===== src/rtl/alu_pkg.sv =====
// ============================================================================
// Module      : alu_pkg
// Description : Shared op codes, FSM state type and flag bit positions for
//               iterative_alu.
// Revision    : 1.0 - initial release
// ============================================================================
`default_nettype none

package alu_pkg;

    localparam logic [2:0] OP_ADD = 3'b000;
    localparam logic [2:0] OP_SUB = 3'b001;
    localparam logic [2:0] OP_AND = 3'b010;
    localparam logic [2:0] OP_OR  = 3'b011;
    localparam logic [2:0] OP_XOR = 3'b100;
    localparam logic [2:0] OP_SLL = 3'b101;
    localparam logic [2:0] OP_SRL = 3'b110;
    localparam logic [2:0] OP_MUL = 3'b111;

    typedef enum logic [1:0] {
        IDLE = 2'd0,
        MUL  = 2'd1,
        DONE = 2'd2
    } state_t;

    // Bit positions inside the packed {Z,C,N,V} flag vector
    localparam int FLAG_Z = 3;
    localparam int FLAG_C = 2;
    localparam int FLAG_N = 1;
    localparam int FLAG_V = 0;

endpackage

`default_nettype wire


===== src/rtl/iterative_alu_if.sv =====
// ============================================================================
// Module      : iterative_alu_if
// Description : Operand/result handshake bundle between the ALU and its users.
// Revision    : 1.0 - initial release
// ============================================================================
`default_nettype none

interface iterative_alu_if #(
    parameter int N = 16
);
    logic         in_valid;
    logic         in_ready;
    logic [N-1:0] x;
    logic [N-1:0] y;
    logic         cin;
    logic [2:0]   op;
    logic         out_valid;
    logic         out_ready;
    logic [N-1:0] result;
    logic         z_flag;
    logic         c_flag;
    logic         n_flag;
    logic         v_flag;

    modport master (
        output in_valid, x, y, cin, op, out_ready,
        input  in_ready, out_valid, result, z_flag, c_flag, n_flag, v_flag
    );

    modport slave (
        input  in_valid, x, y, cin, op, out_ready,
        output in_ready, out_valid, result, z_flag, c_flag, n_flag, v_flag
    );
endinterface

`default_nettype wire


===== src/rtl/alu_adder.sv =====
// ============================================================================
// Module      : alu_adder
// Description : N-bit ripple adder exposing carry-out and carry into the MSB.
// Revision    : 1.0 - initial release
// ============================================================================
`default_nettype none

module alu_adder #(
    parameter int N = 16
) (
    input  logic [N-1:0] a,
    input  logic [N-1:0] b,
    input  logic         cin,
    output logic [N-1:0] sum,
    output logic         cout,
    output logic         c_msb
);

    logic w_carry;

    always_comb begin
        sum     = '0;
        c_msb   = 1'b0;
        w_carry = cin;
        for (int i = 0; i < N; i++) begin
            if (i == N - 1) c_msb = w_carry;
            sum[i]  = a[i] ^ b[i] ^ w_carry;
            w_carry = (a[i] & b[i]) | (w_carry & (a[i] ^ b[i]));
        end
        cout = w_carry;
    end

endmodule

`default_nettype wire


===== src/rtl/iterative_alu.sv =====
// ============================================================================
// Module      : iterative_alu
// Description : Registered ALU with valid/ready handshake, shifts and an
//               iterative shift-add multiplier.
// Revision    : 1.0 - initial release
// ============================================================================
`default_nettype none

module iterative_alu #(
    parameter int N   = 16,
    parameter int SHW = $clog2(N)
) (
    input  logic             clk,
    input  logic             resetn,
    iterative_alu_if.slave   bus
);
    import alu_pkg::*;

    state_t           r_state, w_state_nxt;
    logic [N-1:0]     r_result;
    logic [3:0]       r_flags;
    logic [2*N-1:0]   r_acc;
    logic [2*N-1:0]   r_mcand;
    logic [N-1:0]     r_mplier;
    logic [SHW-1:0]   r_cnt;

    logic             w_load_alu, w_load_mul, w_mul_done;
    logic [N-1:0]     w_addb, w_sum, w_res;
    logic             w_cout, w_cmsb, w_c, w_v;
    logic [SHW-1:0]   w_amt;
    logic [N:0]       w_sll, w_srl;
    logic [3:0]       w_alu_flags, w_mul_flags;
    logic [2*N-1:0]   w_acc_sum;

    assign bus.in_ready  = (r_state == IDLE);
    assign bus.out_valid = (r_state == DONE);
    assign bus.result    = r_result;
    assign bus.z_flag    = r_flags[FLAG_Z];
    assign bus.c_flag    = r_flags[FLAG_C];
    assign bus.n_flag    = r_flags[FLAG_N];
    assign bus.v_flag    = r_flags[FLAG_V];

    always_comb begin
        w_state_nxt = r_state;
        w_load_alu  = 1'b0;
        w_load_mul  = 1'b0;
        w_mul_done  = 1'b0;
        case (r_state)
            IDLE: if (bus.in_valid) begin
                if (bus.op == OP_MUL) begin
                    w_state_nxt = MUL;
                    w_load_mul  = 1'b1;
                end else begin
                    w_state_nxt = DONE;
                    w_load_alu  = 1'b1;
                end
            end
            MUL: if (r_cnt == '0) begin
                w_state_nxt = DONE;
                w_mul_done  = 1'b1;
            end
            DONE: if (bus.out_ready) w_state_nxt = IDLE;
            default: w_state_nxt = IDLE;
        endcase
    end

    assign w_addb = (bus.op == OP_SUB) ? ~bus.y : bus.y;

    alu_adder #(.N(N)) u_adder (
        .a     (bus.x),
        .b     (w_addb),
        .cin   (bus.cin),
        .sum   (w_sum),
        .cout  (w_cout),
        .c_msb (w_cmsb)
    );

    // Extra bit on each side catches the last bit shifted out (0 for amount 0)
    assign w_amt = bus.y[SHW-1:0];
    assign w_sll = {1'b0, bus.x} << w_amt;
    assign w_srl = {bus.x, 1'b0} >> w_amt;

    always_comb begin
        w_res = '0;
        w_c   = 1'b0;
        w_v   = 1'b0;
        case (bus.op)
            OP_ADD, OP_SUB: begin
                w_res = w_sum;
                w_c   = w_cout;
                w_v   = w_cout ^ w_cmsb;
            end
            OP_AND: w_res = bus.x & bus.y;
            OP_OR:  w_res = bus.x | bus.y;
            OP_XOR: w_res = bus.x ^ bus.y;
            OP_SLL: begin
                w_res = w_sll[N-1:0];
                w_c   = w_sll[N];
            end
            OP_SRL: begin
                w_res = w_srl[N:1];
                w_c   = w_srl[0];
            end
            default: w_res = '0;
        endcase
        w_alu_flags         = '0;
        w_alu_flags[FLAG_Z] = (w_res == '0);
        w_alu_flags[FLAG_C] = w_c;
        w_alu_flags[FLAG_N] = w_res[N-1];
        w_alu_flags[FLAG_V] = w_v;
    end

    assign w_acc_sum = r_acc + (r_mplier[0] ? r_mcand : '0);

    always_comb begin
        w_mul_flags         = '0;
        w_mul_flags[FLAG_Z] = (w_acc_sum[N-1:0] == '0);
        w_mul_flags[FLAG_C] = |w_acc_sum[2*N-1:N];
        w_mul_flags[FLAG_N] = w_acc_sum[N-1];
    end

    always_ff @(posedge clk or negedge resetn) begin
        if (!resetn) begin
            r_state  <= IDLE;
            r_result <= '0;
            r_flags  <= '0;
            r_acc    <= '0;
            r_mcand  <= '0;
            r_mplier <= '0;
            r_cnt    <= '0;
        end else begin
            r_state <= w_state_nxt;
            if (w_load_alu) begin
                r_result <= w_res;
                r_flags  <= w_alu_flags;
            end
            if (w_load_mul) begin
                r_acc    <= '0;
                r_mcand  <= {{N{1'b0}}, bus.x};
                r_mplier <= bus.y;
                r_cnt    <= SHW'(N - 1);
            end else if (r_state == MUL) begin
                r_acc    <= w_acc_sum;
                r_mcand  <= r_mcand << 1;
                r_mplier <= r_mplier >> 1;
                r_cnt    <= r_cnt - 1'b1;
            end
            if (w_mul_done) begin
                r_result <= w_acc_sum[N-1:0];
                r_flags  <= w_mul_flags;
            end
        end
    end

endmodule

`default_nettype wire

===== src/flat_wrapper.sv =====
// flat-port wrapper written by rule: the top's interface ports become plain ports
module iterative_alu_flat import alu_pkg::*;
#(
    parameter int N   = 16,
    parameter int SHW = $clog2(N)
)
  (clk, resetn, bus_in_valid, bus_x, bus_y, bus_cin, bus_op, bus_out_ready, bus_in_ready, bus_out_valid, bus_result, bus_z_flag, bus_c_flag, bus_n_flag, bus_v_flag);
  iterative_alu_if #(.N(N)) bus_i ();
  input  logic clk;
  input  logic resetn;
  input wire logic [$bits(bus_i.in_valid)-1:0] bus_in_valid;
  input wire logic [$bits(bus_i.x)-1:0] bus_x;
  input wire logic [$bits(bus_i.y)-1:0] bus_y;
  input wire logic [$bits(bus_i.cin)-1:0] bus_cin;
  input wire logic [$bits(bus_i.op)-1:0] bus_op;
  input wire logic [$bits(bus_i.out_ready)-1:0] bus_out_ready;
  output wire logic [$bits(bus_i.in_ready)-1:0] bus_in_ready;
  output wire logic [$bits(bus_i.out_valid)-1:0] bus_out_valid;
  output wire logic [$bits(bus_i.result)-1:0] bus_result;
  output wire logic [$bits(bus_i.z_flag)-1:0] bus_z_flag;
  output wire logic [$bits(bus_i.c_flag)-1:0] bus_c_flag;
  output wire logic [$bits(bus_i.n_flag)-1:0] bus_n_flag;
  output wire logic [$bits(bus_i.v_flag)-1:0] bus_v_flag;
  assign bus_i.in_valid = bus_in_valid;
  assign bus_i.x = bus_x;
  assign bus_i.y = bus_y;
  assign bus_i.cin = bus_cin;
  assign bus_i.op = bus_op;
  assign bus_i.out_ready = bus_out_ready;
  assign bus_in_ready = bus_i.in_ready;
  assign bus_out_valid = bus_i.out_valid;
  assign bus_result = bus_i.result;
  assign bus_z_flag = bus_i.z_flag;
  assign bus_c_flag = bus_i.c_flag;
  assign bus_n_flag = bus_i.n_flag;
  assign bus_v_flag = bus_i.v_flag;
  iterative_alu #(.N(N), .SHW(SHW)) u_core (.clk(clk), .resetn(resetn), .bus(bus_i));
endmodule

===== config.mk =====
export PLATFORM = sky130hd
export DESIGN_NAME = iterative_alu_flat
export DESIGN_NICKNAME = d
export VERILOG_FILES = /design/src/rtl/alu_pkg.sv /design/src/rtl/iterative_alu_if.sv /design/src/rtl/alu_adder.sv /design/src/rtl/iterative_alu.sv /design/src/flat_wrapper.sv
export SDC_FILE = /design/constraint.sdc
export NUM_CORES = 1
export LEC_CHECK = 0
export CAP_MARGIN = 25
export CORE_MARGIN = 2
export CORE_UTILIZATION = 60
export CTS_CLUSTER_DIAMETER = 50
export DETAILED_ROUTE_END_ITERATION = 7
export MAX_ROUTING_LAYER = met4
export PLACE_DENSITY = 0.78
export SETUP_SLACK_MARGIN = 0.02
export SYNTH_ARGS = -nofsm -noshare
export SYNTH_HDL_FRONTEND = slang
export SYNTH_SLANG_ARGS = --single-unit

===== constraint.sdc =====
create_clock -name clk -period 9.1 [get_ports clk]
set_input_delay 1.82 -clock clk [delete_from_list [all_inputs] [get_ports clk]]
set_output_delay 1.82 -clock clk [all_outputs]
set_load 0.02 [all_outputs]

==> out/metrics.cfg <==
[status]
outcome=finished with violations
violations=setup timing

[synth]
synth_common_cells=sky130_fd_sc_hd__nand2_1 (170), sky130_fd_sc_hd__dfrtp_1 (105), sky130_fd_sc_hd__nor2_1 (84)
synth_warnings=0
yosys.area.top_type=sky130_fd_sc_hd__dfrtp_1
avgSynthCellArea_sq_um=8.18
synth.ff_latch_count=105
postSynthNetCount=1257
synth_seq_area_share=0.283
post_synth_main_area_contributors=sky130_fd_sc_hd__dfrtp_1 (28%), sky130_fd_sc_hd__ha_1 (8.9%), sky130_fd_sc_hd__nand2_1 (6.9%)
synth_area_sq_um=9280
post-synth-top-count-cell=sky130_fd_sc_hd__nand2_1
synth_flop_cell=sky130_fd_sc_hd__dfrtp_1
synth_edf_count=0
synthDominantCellAreaShare=0.283
synthCells=1134
synth.lib_cells_used.distinct=78
async_set_or_reset_flop_fraction_in_the_synthesized_netlist=1.00

[power]
comb_power_share=0.510
internal_power_mw=1.38
cellPowerDensity_nw_per_um2=236
peakVddDrop_mv=0.155
seq_power_share=0.324
switching_share=0.442
power_switching_mw=1.09
power_leakage_nw=4.79
share_clk_of_total_power=0.166

[cells_and_area]
multi_input_area_sq_um=6250
final_net_count=1296
post_layout_cell_count=1366
ff_latch_area_sq_um=2630
antenna-diode-count=0
stdcell_area_sq_um=10500
fillers=1232
area_growth_syn_to_layout_pct=13.3
layout_cells_sized_above_1=0.0934

[placed_design]
gp_congestion=1.03
dp.final_hpwl_microns=21200
cell_count_after_placement=1345
buffer_ports.inserted=61
postPlaceCellArea_sq_um=10100

[die]
dieWidth_microns=128
floorplan.die_area_sq_um=16500
fp.dieH_microns=128
io_pins=62
core_region_area_sq_um=15100
floorplan.rows=45
start_util=0.613

[cts]
cts.reportedPaths.clkPinSlew_ns=0.07
clock_path_buffers=2
cts_tree=built
cts_root_buf=sky130_fd_sc_hd__clkbuf_16
cts_num_sinks=105
clock_latency_ns=0.36
cts-htree-levels=3
cts_inserted_buffers=9
total_of_hold_buffers_inserted_after_clock_tree_synthesis=0

[timing]
worst-slew-pin-transition_ns=0.861
final.min_clock_period_ns=9.31
setup_violations=1
max_freq_mhz=107
setup-tns-final_ns=-0.209
relSlewSlack=0.426
finalHoldWorstSlack_ns=0.480
skew_ns=0.0101
finalHoldViolCount=0
final-max-slew-violation-count=0
layout_worst_path_cycle_share=1.02
rsz0062_at_grt=yes
setup_slack_ns=-0.209

[drt]
wl_per_cell_microns=20.8
drt_drc_violations_left=0
routed_wl_microns=28400
vias_per_cell=6.54
drt-pass1-iter-count=6
postRouteAntennaNets=0
vias=8931
detail_route.iter0.violations=933

[critical_path]
critPathCaptureType=flip-flop
crit_fanout=2
worst-path-buf-inv=1
critical_path_class=primary input to flip-flop
family_with_the_most_delay_on_the_worst_path=adder cells
timing.reg2reg.worst_path_depth=13
critPathArrivalTime_ns=9.58
critPathRequiredTime_ns=9.37
critical_path.slowest_cell=sky130_fd_sc_hd__fa_2
crit_top_cell=sky130_fd_sc_hd__fa_2
setup.worst_path.start_class=primary input
crit_cells=27
cp_slowest_stage_delay_ns=0.41

[global_route]
largest_net_degree_at_the_start_of_global_routing=76
first_global_vias=8298
grt_overflow_total=0
overall_global_routing_resource_usage=0.365
grt_pass1_wl_microns=45400
antenna_violations_before_repair=0

[job]
cap_violations=0

[min_path]
worstHoldPathCells=2
hold_path_class=flip-flop to flip-flop

## power by group through the flow
stage	sequential [mW]	combinational (mW)	clock, mW
4_1_cts	0.800	1.24	0.415
5_1_grt	0.822	1.41	0.432
3_5_place_dp	0.807	1.23	0
2_1_floorplan	0.790	0.855	0
6_report	0.804	1.26	0.411
3_3_place_gp	0.799	1.21	0
## cell families (layout without fill, tap and decap cells)
logic type | after synthesis | count (layout) | share of synthesized area
AO/OA/AOI/OAI | 326 | 326 | 0.231
XOR/XNOR | 37 | 37 | 0.0349
adder cells (fa/ha/maj) | 83 | 83 | 0.126
buffers and inverters | 117 | 161 | 0.0526
flip-flops | 105 | 105 | 0.283
multiplexers | 49 | 49 | 0.0653
AND/OR/NAND/NOR | 417 | 417 | 0.207
## worst reg2reg max path, delay by kind of cell (launching register included)
family / cells / cell delay (ns)
adders and majority gates: 2 / 0.66
muxes: 1 / 0.20
AOI/OAI and AO/OA: 6 / 1.54
DFF: 1 / 0.39
and+or+nand+nor: 3 / 0.83
buffers and inverters: 1 / 0.23
## layout by cell type, fill, tap and decap left out, types with 34 or more instances in the layout
cell type / instances
sky130_fd_sc_hd__nand2_1: 169
sky130_fd_sc_hd__dfrtp_1: 105
sky130_fd_sc_hd__nor2_1: 82
sky130_fd_sc_hd__o21ai_0: 74
sky130_fd_sc_hd__a21oi_1: 73
sky130_fd_sc_hd__ha_1: 66
sky130_fd_sc_hd__clkdlybuf4s50_1: 55
sky130_fd_sc_hd__inv_1: 43
sky130_fd_sc_hd__nand3_1: 42
sky130_fd_sc_hd__buf_4: 41
sky130_fd_sc_hd__mux2i_1: 35
sky130_fd_sc_hd__and2_1: 34
sky130_fd_sc_hd__a22oi_1: 34
## sequential cells by signal (all words and copies together) (netlist names)
register / flops
u_core.bus.result: 15
u_core.r_acc: 32
u_core.r_cnt: 4
u_core.r_flags: 4
u_core.r_mcand: 32
u_core.r_mplier: 16
u_core.r_state: 2
## final timing paths
kind                                          from                 end  slack [ns]
worst max-delay path                     bus_op[1]   u_core.r_flags[3]       -0.21
worst min register to register  u_core.r_mplier[3]  u_core.r_mplier[3]        0.48
max in group asynchronous                   resetn   u_core.r_mcand[5]        6.83
worst min-delay path            u_core.r_mplier[3]  u_core.r_mplier[3]        0.48
min in group asynchronous                   resetn    u_core.r_acc[26]        1.39
worst max register to register  u_core.r_mplier[0]   u_core.r_flags[2]        5.12
## metrics by stage
step                      total power, mW  utilization  setup WS (ns)
final                                2.48        0.694         -0.209
after global routing                 2.66        0.694         -0.409
after CTS                            2.46        0.692         -0.169
after detailed placement             2.04        0.670          -1.16
after global placement               2.01        0.670          -1.10
after floorplan                      1.64            -         -0.907
## per-layer routing
metal	routed length, microns	global-route usage	up-vias
met5	0	-	-
met4	943	0.122	0
met3	1880	0.0428	68
met2	13400	0.578	383
met1	12200	0.492	4299
li1	-	-	4181
## layout make-up
class                      instances  share of cell area
inverter                          43              0.0153
clock inverter                     6             0.00690
tap                              188              0.0224
timing repair buffer             102              0.0885
clock buffer                      10              0.0227
sequential                       105               0.250
multi-input combinational        912               0.594
## what timing repair did
item,4_1_cts,5_1_grt
resized for setup,17,1
pin swaps,23,0
endpoints found under the setup margin,3,2
buffers inserted,3,2
No activity file was read; power rests on OpenSTA's default activity.
